===== config.mk =====
export PLATFORM = sky130hd
export DESIGN_NAME = score_keeper
export DESIGN_NICKNAME = d
export VERILOG_FILES = /design/src/rtl/score_keeper.sv
export SDC_FILE = /design/constraint.sdc
export NUM_CORES = 1
export LEC_CHECK = 0
export BUFFER_PORTS_ARGS = -buffer_cell sky130_fd_sc_hd__clkbuf_2
export CELL_PAD_IN_SITES_DETAIL_PLACEMENT = 0
export CELL_PAD_IN_SITES_GLOBAL_PLACEMENT = 1
export CORE_MARGIN = 5
export CORE_UTILIZATION = 42
export CTS_CLUSTER_SIZE = 8
export DETAILED_ROUTE_END_ITERATION = 8
export HOLD_SLACK_MARGIN = 0.06
export PLACE_DENSITY = 0.78
export SLEW_MARGIN = 20
export SYNTH_ARGS = -nofsm -noshare
export SYNTH_HDL_FRONTEND = slang
export SYNTH_SLANG_ARGS = --single-unit

===== constraint.sdc =====
create_clock -name clock -period 2.4 [get_ports clock]
set_input_delay 0 -clock clock [delete_from_list [all_inputs] [get_ports clock]]
set_output_delay 0 -clock clock [all_outputs]
set_load 0.01 [all_outputs]

===== src/rtl/score_keeper.sv =====
// Pong game-state controller: samples the ball once per frame, scores goals,
// detects a win and sequences menu / serve / play / game-over for the ball logic.
module score_keeper #(
  parameter int WIN_SCORE    = 5,
  parameter int LEFT_GOAL    = 10,
  parameter int RIGHT_GOAL   = 630,
  parameter int SERVE_FRAMES = 60,
  parameter int OVER_FRAMES  = 180
) (
  input  logic       clock,
  input  logic       reset,
  input  logic       frame_tick,
  input  logic       start,
  input  logic [9:0] ball_x,
  output logic [9:0] score1,
  output logic [9:0] score2,
  output logic       menu,
  output logic       game_over,
  output logic [1:0] winner,
  output logic       ball_hold,
  output logic       ball_reset,
  output logic       serve_dir
);

  typedef enum logic [1:0] {
    MENU,
    SERVE,
    PLAY,
    OVER
  } state_t;

  localparam logic [9:0] WIN_LIM   = 10'(WIN_SCORE);
  localparam logic [9:0] LEFT_LIM  = 10'(LEFT_GOAL);
  localparam logic [9:0] RIGHT_LIM = 10'(RIGHT_GOAL);
  localparam logic [7:0] SERVE_CNT = 8'(SERVE_FRAMES);
  localparam logic [7:0] OVER_CNT  = 8'(OVER_FRAMES);

  state_t     state;
  logic       start_q;
  logic       start_edge;
  logic [7:0] frame_cnt;
  logic [7:0] cnt_inc;
  logic [9:0] score1_inc;
  logic [9:0] score2_inc;

  assign start_edge = start & ~start_q;
  assign cnt_inc    = frame_cnt + 8'd1;
  assign score1_inc = score1 + 10'd1;
  assign score2_inc = score2 + 10'd1;

  // frame_cnt only runs in the timed phases and restarts at every state change.
  always_ff @(posedge clock or posedge reset) begin
    if (reset) begin
      state      <= MENU;
      start_q    <= 1'b0;
      frame_cnt  <= 8'd0;
      score1     <= 10'd0;
      score2     <= 10'd0;
      winner     <= 2'b00;
      serve_dir  <= 1'b0;
      ball_reset <= 1'b0;
      ball_hold  <= 1'b1;
      menu       <= 1'b1;
      game_over  <= 1'b0;
    end else begin
      start_q    <= start;
      ball_reset <= 1'b0;
      case (state)
        MENU: begin
          if (start_edge) begin
            score1     <= 10'd0;
            score2     <= 10'd0;
            winner     <= 2'b00;
            serve_dir  <= 1'b0;
            ball_reset <= 1'b1;
            ball_hold  <= 1'b1;
            menu       <= 1'b0;
            frame_cnt  <= 8'd0;
            state      <= SERVE;
          end
        end
        SERVE: begin
          if (frame_tick) begin
            if (cnt_inc == SERVE_CNT) begin
              frame_cnt <= 8'd0;
              ball_hold <= 1'b0;
              state     <= PLAY;
            end else begin
              frame_cnt <= cnt_inc;
            end
          end
        end
        PLAY: begin
          // Left border is checked first so a degenerate position favours player 2.
          if (frame_tick) begin
            if (ball_x <= LEFT_LIM) begin
              score2    <= score2_inc;
              serve_dir <= 1'b0;
              ball_hold <= 1'b1;
              frame_cnt <= 8'd0;
              if (score2_inc == WIN_LIM) begin
                winner    <= 2'b10;
                game_over <= 1'b1;
                state     <= OVER;
              end else begin
                ball_reset <= 1'b1;
                state      <= SERVE;
              end
            end else if (ball_x >= RIGHT_LIM) begin
              score1    <= score1_inc;
              serve_dir <= 1'b1;
              ball_hold <= 1'b1;
              frame_cnt <= 8'd0;
              if (score1_inc == WIN_LIM) begin
                winner    <= 2'b01;
                game_over <= 1'b1;
                state     <= OVER;
              end else begin
                ball_reset <= 1'b1;
                state      <= SERVE;
              end
            end
          end
        end
        OVER: begin
          if (start_edge || (frame_tick && (cnt_inc == OVER_CNT))) begin
            frame_cnt <= 8'd0;
            game_over <= 1'b0;
            menu      <= 1'b1;
            state     <= MENU;
          end else if (frame_tick) begin
            frame_cnt <= cnt_inc;
          end
        end
        default: begin
          state <= MENU;
        end
      endcase
    end
  end

endmodule


==> results by group, run 1 <==
Logic synthesis
  • Number of enable flip-flop cells after synthesis: 0
  • Cells after Synth: 285
  • Top-count cell post-synth: dfrtp_1
  • Post-synthesis sequential area ratio: 0.391
  • Area share of the largest cell type after synthesis: 0.370
  • Synth top cells by count: dfrtp_1, o21ai_0, nand2_1
  • Mapped Nets: 305
  • Area contributors post-synth: dfrtp_1, o21ai_0, nand2_1, ha_1, nand3_1
  • Leading area contributor after synthesis: dfrtp_1
  • Async SR Flop Fraction: 1.00
  • Netlist cell types: 56
  • Main flop type after synthesis: dfrtp_1
  • YS warnings: 0
  • Seq cells post-synth: 38
  • Syn Std Cell Area: 2440 sq um
  • Syn Area/Cell: 8.55 sq um

Outcome
  • Outcome: finished clean

STA
  • RSZ-0062 raised after global routing: false
  • Final-report setup violation count: 0
  • Final hold slack: 0.0969 ns
  • Least-Margin Pin Slew: 0.495 ns
  • Final Skew: 0.0117 ns
  • Slew Viols, Final: 0
  • Final period util: 0.913
  • Fmax: 0.456 GHz
  • Sum Neg Setup Slack: 0 ns
  • Fin. Hold Viols: 0
  • Worst Setup Slack, final: 0.209 ns
  • Min cycle time layout: 2.19 ns
  • Worst relative slew slack: 0.670

Floorplan
  • Die area: 7430 sq um
  • Starting Density: 0.437
  • Die height: 86.2 microns
  • Chip width: 86.2 microns
  • Cell row count: 27
  • Core ar.: 5570 sq um
  • Io pins: 41

Power
  • Pleak: 1.32 nW
  • Power Dens Cells: 560 nW/um^2
  • Worst VDD drop: 0.355 mV

Global route
  • Met2 usage: 0.261
  • Largest net degree at the start of global routing: 39
  • Routing usage on met3: 0.0447
  • Initial antenna violation count: 0
  • First-pass GRT wire length: 10,400 microns
  • Vias in the first global route: 2,192
  • All-Layer GR Usage: 0.174
  • Total grt overflow: 0
  • M1 GR Usage: 0.246
  • Busiest grt layer: met2

Drt
  • TritonRoute pass-1 iters: 4
  • Drt initial violations: 119
  • DRC Markers: 0
  • DRT Wirelength: 6160 microns
  • Average wire per cell in the routed design: 14.9 microns
  • Via density: 5.57
  • Routed via count: 2,302
  • DRT antenna net count: 0

Placed design
  • GP Congestion: 0.781
  • Detailed placement HPWL: 4570 microns
  • Port Buffers: 40
  • Pre-CTS setup slack: 0.228 ns

Clocking
  • CTS Buf Count: 5
  • Worst-Skew Late Latency: 0.30 ns
  • Max clock buf depth: 2
  • H-tree depth: 2
  • Root Buffer: clkbuf_8
  • Worst-path clk slew: 0.08 ns
  • Clk sinks: 38
  • Post_cts resized: 0
  • CTS tree: done

Setup path
  • Critical Path End Type: flop
  • Maximum fanout along the worst path: 6
  • Crit path DAT: 2.37 ns
  • Worst Path Required: 2.58 ns
  • Startpoint types: flop
  • WS Path Type: reg -> reg

Finish
  • Area occupied by multi-input gates: 1370 sq um
  • NumNets Final: 360
  • FF/Latch Area: 953 sq um
  • Fillers: 540
  • N_diodes: 0
  • Layout cells sized above 1: 0.232
  • Layout Area Growth over Synthesis: 19.7%

Hold path
  • Hold Path Class: in -> reg

Run
  • Max-cap viol count: 0
==> metrics by stage <==
stage | power, W | util | cell area, sq um | instances
after floorplan | 0.00103 | - | 2440 | 285
after global placement | 0.00117 | 0.503 | 2800 | 403
after detailed placement | 0.00117 | 0.503 | 2800 | 403
after CTS | 0.00165 | 0.523 | 2920 | 413
after global routing | 0.00174 | 0.523 | 2920 | 413
final | 0.00163 | 0.523 | 2920 | 413
==> worst paths after layout <==
check | start | endpoint | slack, ns | cells past startpoint
setup / recovery | frame_cnt[0]$_DFFE_PP0P_ | frame_cnt[2]$_DFFE_PP0P_ | 0.21 | 7
hold / removal | frame_tick | game_over$_DFFE_PP0P_ | 0.1 | 2
setup reg to reg | frame_cnt[0]$_DFFE_PP0P_ | frame_cnt[2]$_DFFE_PP0P_ | 0.21 | 7
hold reg to reg | score1[9]$_DFFE_PP0P_ | score1[9]$_DFFE_PP0P_ | 0.50 | 1
max in group asynchronous | reset | menu$_DFFE_PP1P_ | 1.67 | 4
min in group asynchronous | reset | score1[3]$_DFFE_PP0P_ | 0.36 | 4
==> cells in the final DEF, fill, tap and decap left out, types with 2 or more instances in the layout <==
master	instances
clkbuf_2	40
dfrtp_1	36
o21ai_0	35
nand2_1	25
nor2_1	19
inv_1	18
buf_4	16
nand3_1	15
nand2b_1	9
o31ai_1	9
nor3_1	9
and3_1	8
a21o_1	7
a22o_1	7
a21oi_1	6
nand4_1	6
ha_1	6
clkbuf_8	6
or3_1	5
a31oi_1	5
xnor2_1	3
a21bo_2	3
nor2b_1	3
and2_1	3
nor3b_1	2
a32o_1	2
o21a_1	2
nand3b_1	2
and3b_1	2
or2_2	2
dfstp_2	2
dlygate4sd3_1	2
==> cells by family (layout without fill, tap and decap cells) <==
| logic type | after synthesis | count (layout) | share of synthesized area |
|---|---|---|---|
| mux | 1 | 1 | 0.00411 |
| fa+ha+maj | 6 | 6 | 0.0308 |
| xor+xnor | 3 | 3 | 0.0108 |
| flops | 38 | 38 | 0.391 |
| compound gates | 90 | 90 | 0.255 |
| buf+inv | 28 | 84 | 0.0467 |
| simple gates | 119 | 119 | 0.261 |
==> per-layer routing <==
metal	up-vias	share of wire
li1	1157	-
met2	62	0.43
met1	1077	0.50
met3	6	0.057
met5	-	0
met4	0	0.011
==> critical path: stages, from the launching register on <==
cell	delay, ns
dfrtp_1	0.44
ha_1	0.27
xnor2_1	0.13
nor3b_1	0.25
a32o_1	0.29
a211oi_1	0.11
and2_1	0.24
a221o_1	0.34
==> report_power, final <==
part / leakage [nW] / switching (W) / internal (W) / total, W
registers: 0.509 / 0.0000663 / 0.000702 / 0.000768
logic: 0.767 / 0.000224 / 0.000176 / 0.000399
clock network: 0.0472 / 0.000235 / 0.000231 / 0.000466
==> flip-flops by register name, indices dropped and copies added, names as in the netlist <==
| signal | cells |
|---|---|
| score1 | 10 |
| score2 | 10 |
| frame_cnt | 8 |
| state | 2 |
| winner | 2 |
| ball_hold | 1 |
| ball_reset | 1 |
| game_over | 1 |
| menu | 1 |
| serve_dir | 1 |
| start_q | 1 |
==> timing repair <==
item	CTS	global route
setup buffers	0	0
hold buffers	2	0
hold endpoints to repair	37	0
==> layout make-up <==
type	count	area share
clock inverter	2	0.00429
multi-input combinational	219	0.470
timing repair buffer	58	0.117
sequential	38	0.327
tap	72	0.0309
clock buffer	6	0.0283
inverter	18	0.0232
Note: power is estimated with default switching activity, not from simulation.
==> run 2: changes to the inputs <==
--- a/config.mk
+++ b/config.mk
@@ -6,9 +6,10 @@
 export NUM_CORES = 1
 export LEC_CHECK = 0
+export ABC_AREA = 1
 export BUFFER_PORTS_ARGS = -buffer_cell sky130_fd_sc_hd__clkbuf_2
 export CELL_PAD_IN_SITES_DETAIL_PLACEMENT = 0
 export CELL_PAD_IN_SITES_GLOBAL_PLACEMENT = 1
 export CORE_MARGIN = 5
-export CORE_UTILIZATION = 42
+export CORE_UTILIZATION = 41
 export CTS_CLUSTER_SIZE = 8
 export DETAILED_ROUTE_END_ITERATION = 8
==> constraint.sdc (replaced) <==
create_clock -name clock -period 2.4 [get_ports clock]
set_input_delay 0.36 -clock clock [delete_from_list [all_inputs] [get_ports clock]]
set_output_delay 0.36 -clock clock [all_outputs]
set_load 0.01 [all_outputs]
==> run 2 against run 1 <==
Against the previous run:
- die area is 7.5% higher
- count of clock-buffer cells in the layout rose by 1
- cell count up 16%
- area after synthesis up 5.9%
- hold slack gained 0.064 ns
- synthesized cell count is 24% higher
- core utilization fell by 4.8 points
- maximum frequency grew 14%
- global-route usage down 1.3 points
- power rose by 30%
- highest routed layer unchanged
- register-to-register slack improved by 0.27 ns
==> results by group, run 2 <==
Outcome
  • Outcome: finished clean

Logic synthesis
  • Area share of the largest cell type after synthesis: 0.349
  • Top-count cell post-synth: nand2_1
  • Netlist cell types: 32
  • Number of enable flip-flop cells after synthesis: 0
  • Leading area contributor after synthesis: dfrtp_1
  • Seq cells post-synth: 38
  • Post-synthesis sequential area ratio: 0.369
  • YS warnings: 0
  • Cells after Synth: 353
  • Synth top cells by count: nand2_1, inv_1, dfrtp_1
  • Mapped Nets: 373
  • Syn Std Cell Area: 2580 sq um
  • Area contributors post-synth: dfrtp_1, nand2_1, inv_1, nand3_1, nor2_1
  • Syn Area/Cell: 7.31 sq um
  • Main flop type after synthesis: dfrtp_1
  • Async SR Flop Fraction: 1.00

Drt
  • DRT Wirelength: 5780 microns
  • TritonRoute pass-1 iters: 4
  • Routed via count: 2,271
  • Via density: 4.75
  • DRC Markers: 0
  • DRT antenna net count: 0
  • Average wire per cell in the routed design: 12.1 microns
  • Drt initial violations: 91

Placed design
  • GP Congestion: 0.849
  • Detailed placement HPWL: 4610 microns
  • Port Buffers: 40

Clocking
  • Max clock buf depth: 2
  • Post_cts resized: 0
  • CTS hold repair buffers: 0
  • Clk sinks: 38
  • Worst-Skew Late Latency: 0.29 ns
  • Post-CTS Setup Bufs: 0
  • CTS Buf Count: 5
  • CTS tree: done
  • Worst-path clk slew: 0.07 ns
  • H-tree depth: 2
  • Root Buffer: clkbuf_8

Finish
  • Biggest regs: score1: 10 flops, score2: 10 flops, frame_cnt: 8 flops
  • N_diodes: 0
  • Layout cells sized above 1: 0.249
  • Commonest non-fill, non-tap cell in the layout: nand2_1
  • Layout Area Growth over Synthesis: 15.0%
  • NumNets Final: 420
  • Core Util, Final: 0.476
  • Commonest cells after routing, fill and taps aside: nand2_1, inv_1, clkbuf_2

Run
  • Max-cap viol count: 0

Setup path
  • Worst R2R Setup Slack: 0.48 ns
  • Cells on worst reg2reg path: 14
  • Maximum fanout along the worst path: 6
  • WS Path Type: reg -> reg
  • Startpoint types: flop
  • Worst Path Required: 2.63 ns
  • Crit path DAT: 2.15 ns
  • Critical Path End Type: flop
  • R2R Path End: menu$_DFFE_PP1P_
  • RR Startpoint: score2[0]$_DFFE_PP0P_

STA
  • Slew Viols, Final: 0
  • Min cycle time layout: 1.92 ns
  • Sum Neg Setup Slack: 0 ns
  • RSZ-0062 raised after global routing: false
  • Worst relative slew slack: 0.669
  • Final Skew: 0.00940 ns
  • Final period util: 0.802
  • Final hold slack: 0.161 ns
  • Fmax: 0.520 GHz
  • Least-Margin Pin Slew: 0.497 ns
  • Final-report setup violation count: 0
  • Fin. Hold Viols: 0

Global route
  • First-pass GRT wire length: 10,000 microns
  • Routing usage on met3: 0.0341
  • Busiest grt layer: met2
  • All-Layer GR Usage: 0.161
  • Met2 usage: 0.279
  • Total grt overflow: 0
  • Vias in the first global route: 2,244
  • M1 GR Usage: 0.202
  • Largest net degree at the start of global routing: 39
  • Initial antenna violation count: 0

Floorplan
  • Die area: 7980 sq um
  • Chip width: 89.3 microns
  • Die height: 89.3 microns
  • Io pins: 41
  • Cell row count: 29
  • Starting Density: 0.414
  • Core ar.: 6240 sq um

Power
  • Pleak: 1.57 nW
  • Worst VDD drop: 0.374 mV
  • Power Dens Cells: 717 nW/um^2
  • Final total power: 0.00213 W

Hold path
  • Hold Path Class: in -> async
-- run 2: changes by cell type after synthesis, sizes merged, moves of 8 or more --
cell,previous run,this run
and3,8,0
o31ai,9,1
nor3,9,1
nand3,15,38
nand2,25,117
nor2,20,39
inv,18,61
nand2b,9,0
o21ai,35,23
-- run 2: critical path, stage by stage, from the launching register on --
cell and delay [ns]:
dfrtp_1 0.43, ha_1 0.23, nand2_1 0.14, inv_2 0.08
nor2_1 0.13, nand2_1 0.07, nor2_1 0.12, nand2_1 0.07
nor2_2 0.09, nand3_2 0.10, nand2_2 0.10, nand2_2 0.06
nor2_2 0.12, nand2_1 0.07, nand2_1 0.07
-- run 2: worst max path at each step --
stage	endpoint	start	slack (ns)	cells after the start
after global placement	winner[0]$_DFFE_PP0P_	score2[0]$_DFFE_PP0P_	0.48	13
after global routing	state[0]$_DFFE_PP0P_	frame_cnt[0]$_DFFE_PP0P_	0.24	15
after CTS	state[0]$_DFFE_PP0P_	frame_cnt[0]$_DFFE_PP0P_	0.46	15
after detailed placement	state[0]$_DFFE_PP0P_	frame_cnt[0]$_DFFE_PP0P_	0.47	15
final	menu$_DFFE_PP1P_	score2[0]$_DFFE_PP0P_	0.48	14
after floorplan	game_over$_DFFE_PP0P_	score2[0]$_DFFE_PP0P_	0.68	13
-- run 2: cells by family (layout without fill, tap and decap cells) --
group / count (synthesis) / in the layout / share of synthesized area
buf+inv: 63 / 111 / 0.0960
flops: 38 / 38 / 0.369
fa+ha+maj: 6 / 6 / 0.0291
compound gates: 40 / 40 / 0.100
simple gates: 204 / 204 / 0.398
xor+xnor: 2 / 2 / 0.00679
-- run 2: area by class of cell --
class / instances / area, sq um
fillers: 657 / 3270
multi-input cells: 252 / 1380
flip-flops and latches: 38 / 953
inverters: 61 / 231
repair buffers: 42 / 215
well taps: 77 / 96.3
clock buffers: 7 / 86.3
clock inverters: 1 / 5.00
-- run 2: power by group --
group | switching [W] | internal (W)
clock | 0.000214 | 0.000232
sequential | 0.000102 | 0.000741
combinational | 0.000567 | 0.000273
-- run 2: layer usage --
metal  wire length, microns  vias up
li1                       -     1206
met1                   2650     1026
met2                   2830       35
met3                    242        4
met4                     61        0
met5                      0        -
-- run 2: metrics by stage --
step	cell area [sq um]	setup slack (ns)	instances
6_report	2970	0.476	478
3_5_place_dp	2880	0.468	470
5_1_grt	2970	0.238	478
4_1_cts	2970	0.463	478
3_3_place_gp	2880	0.484	470
2_1_floorplan	2580	0.679	353
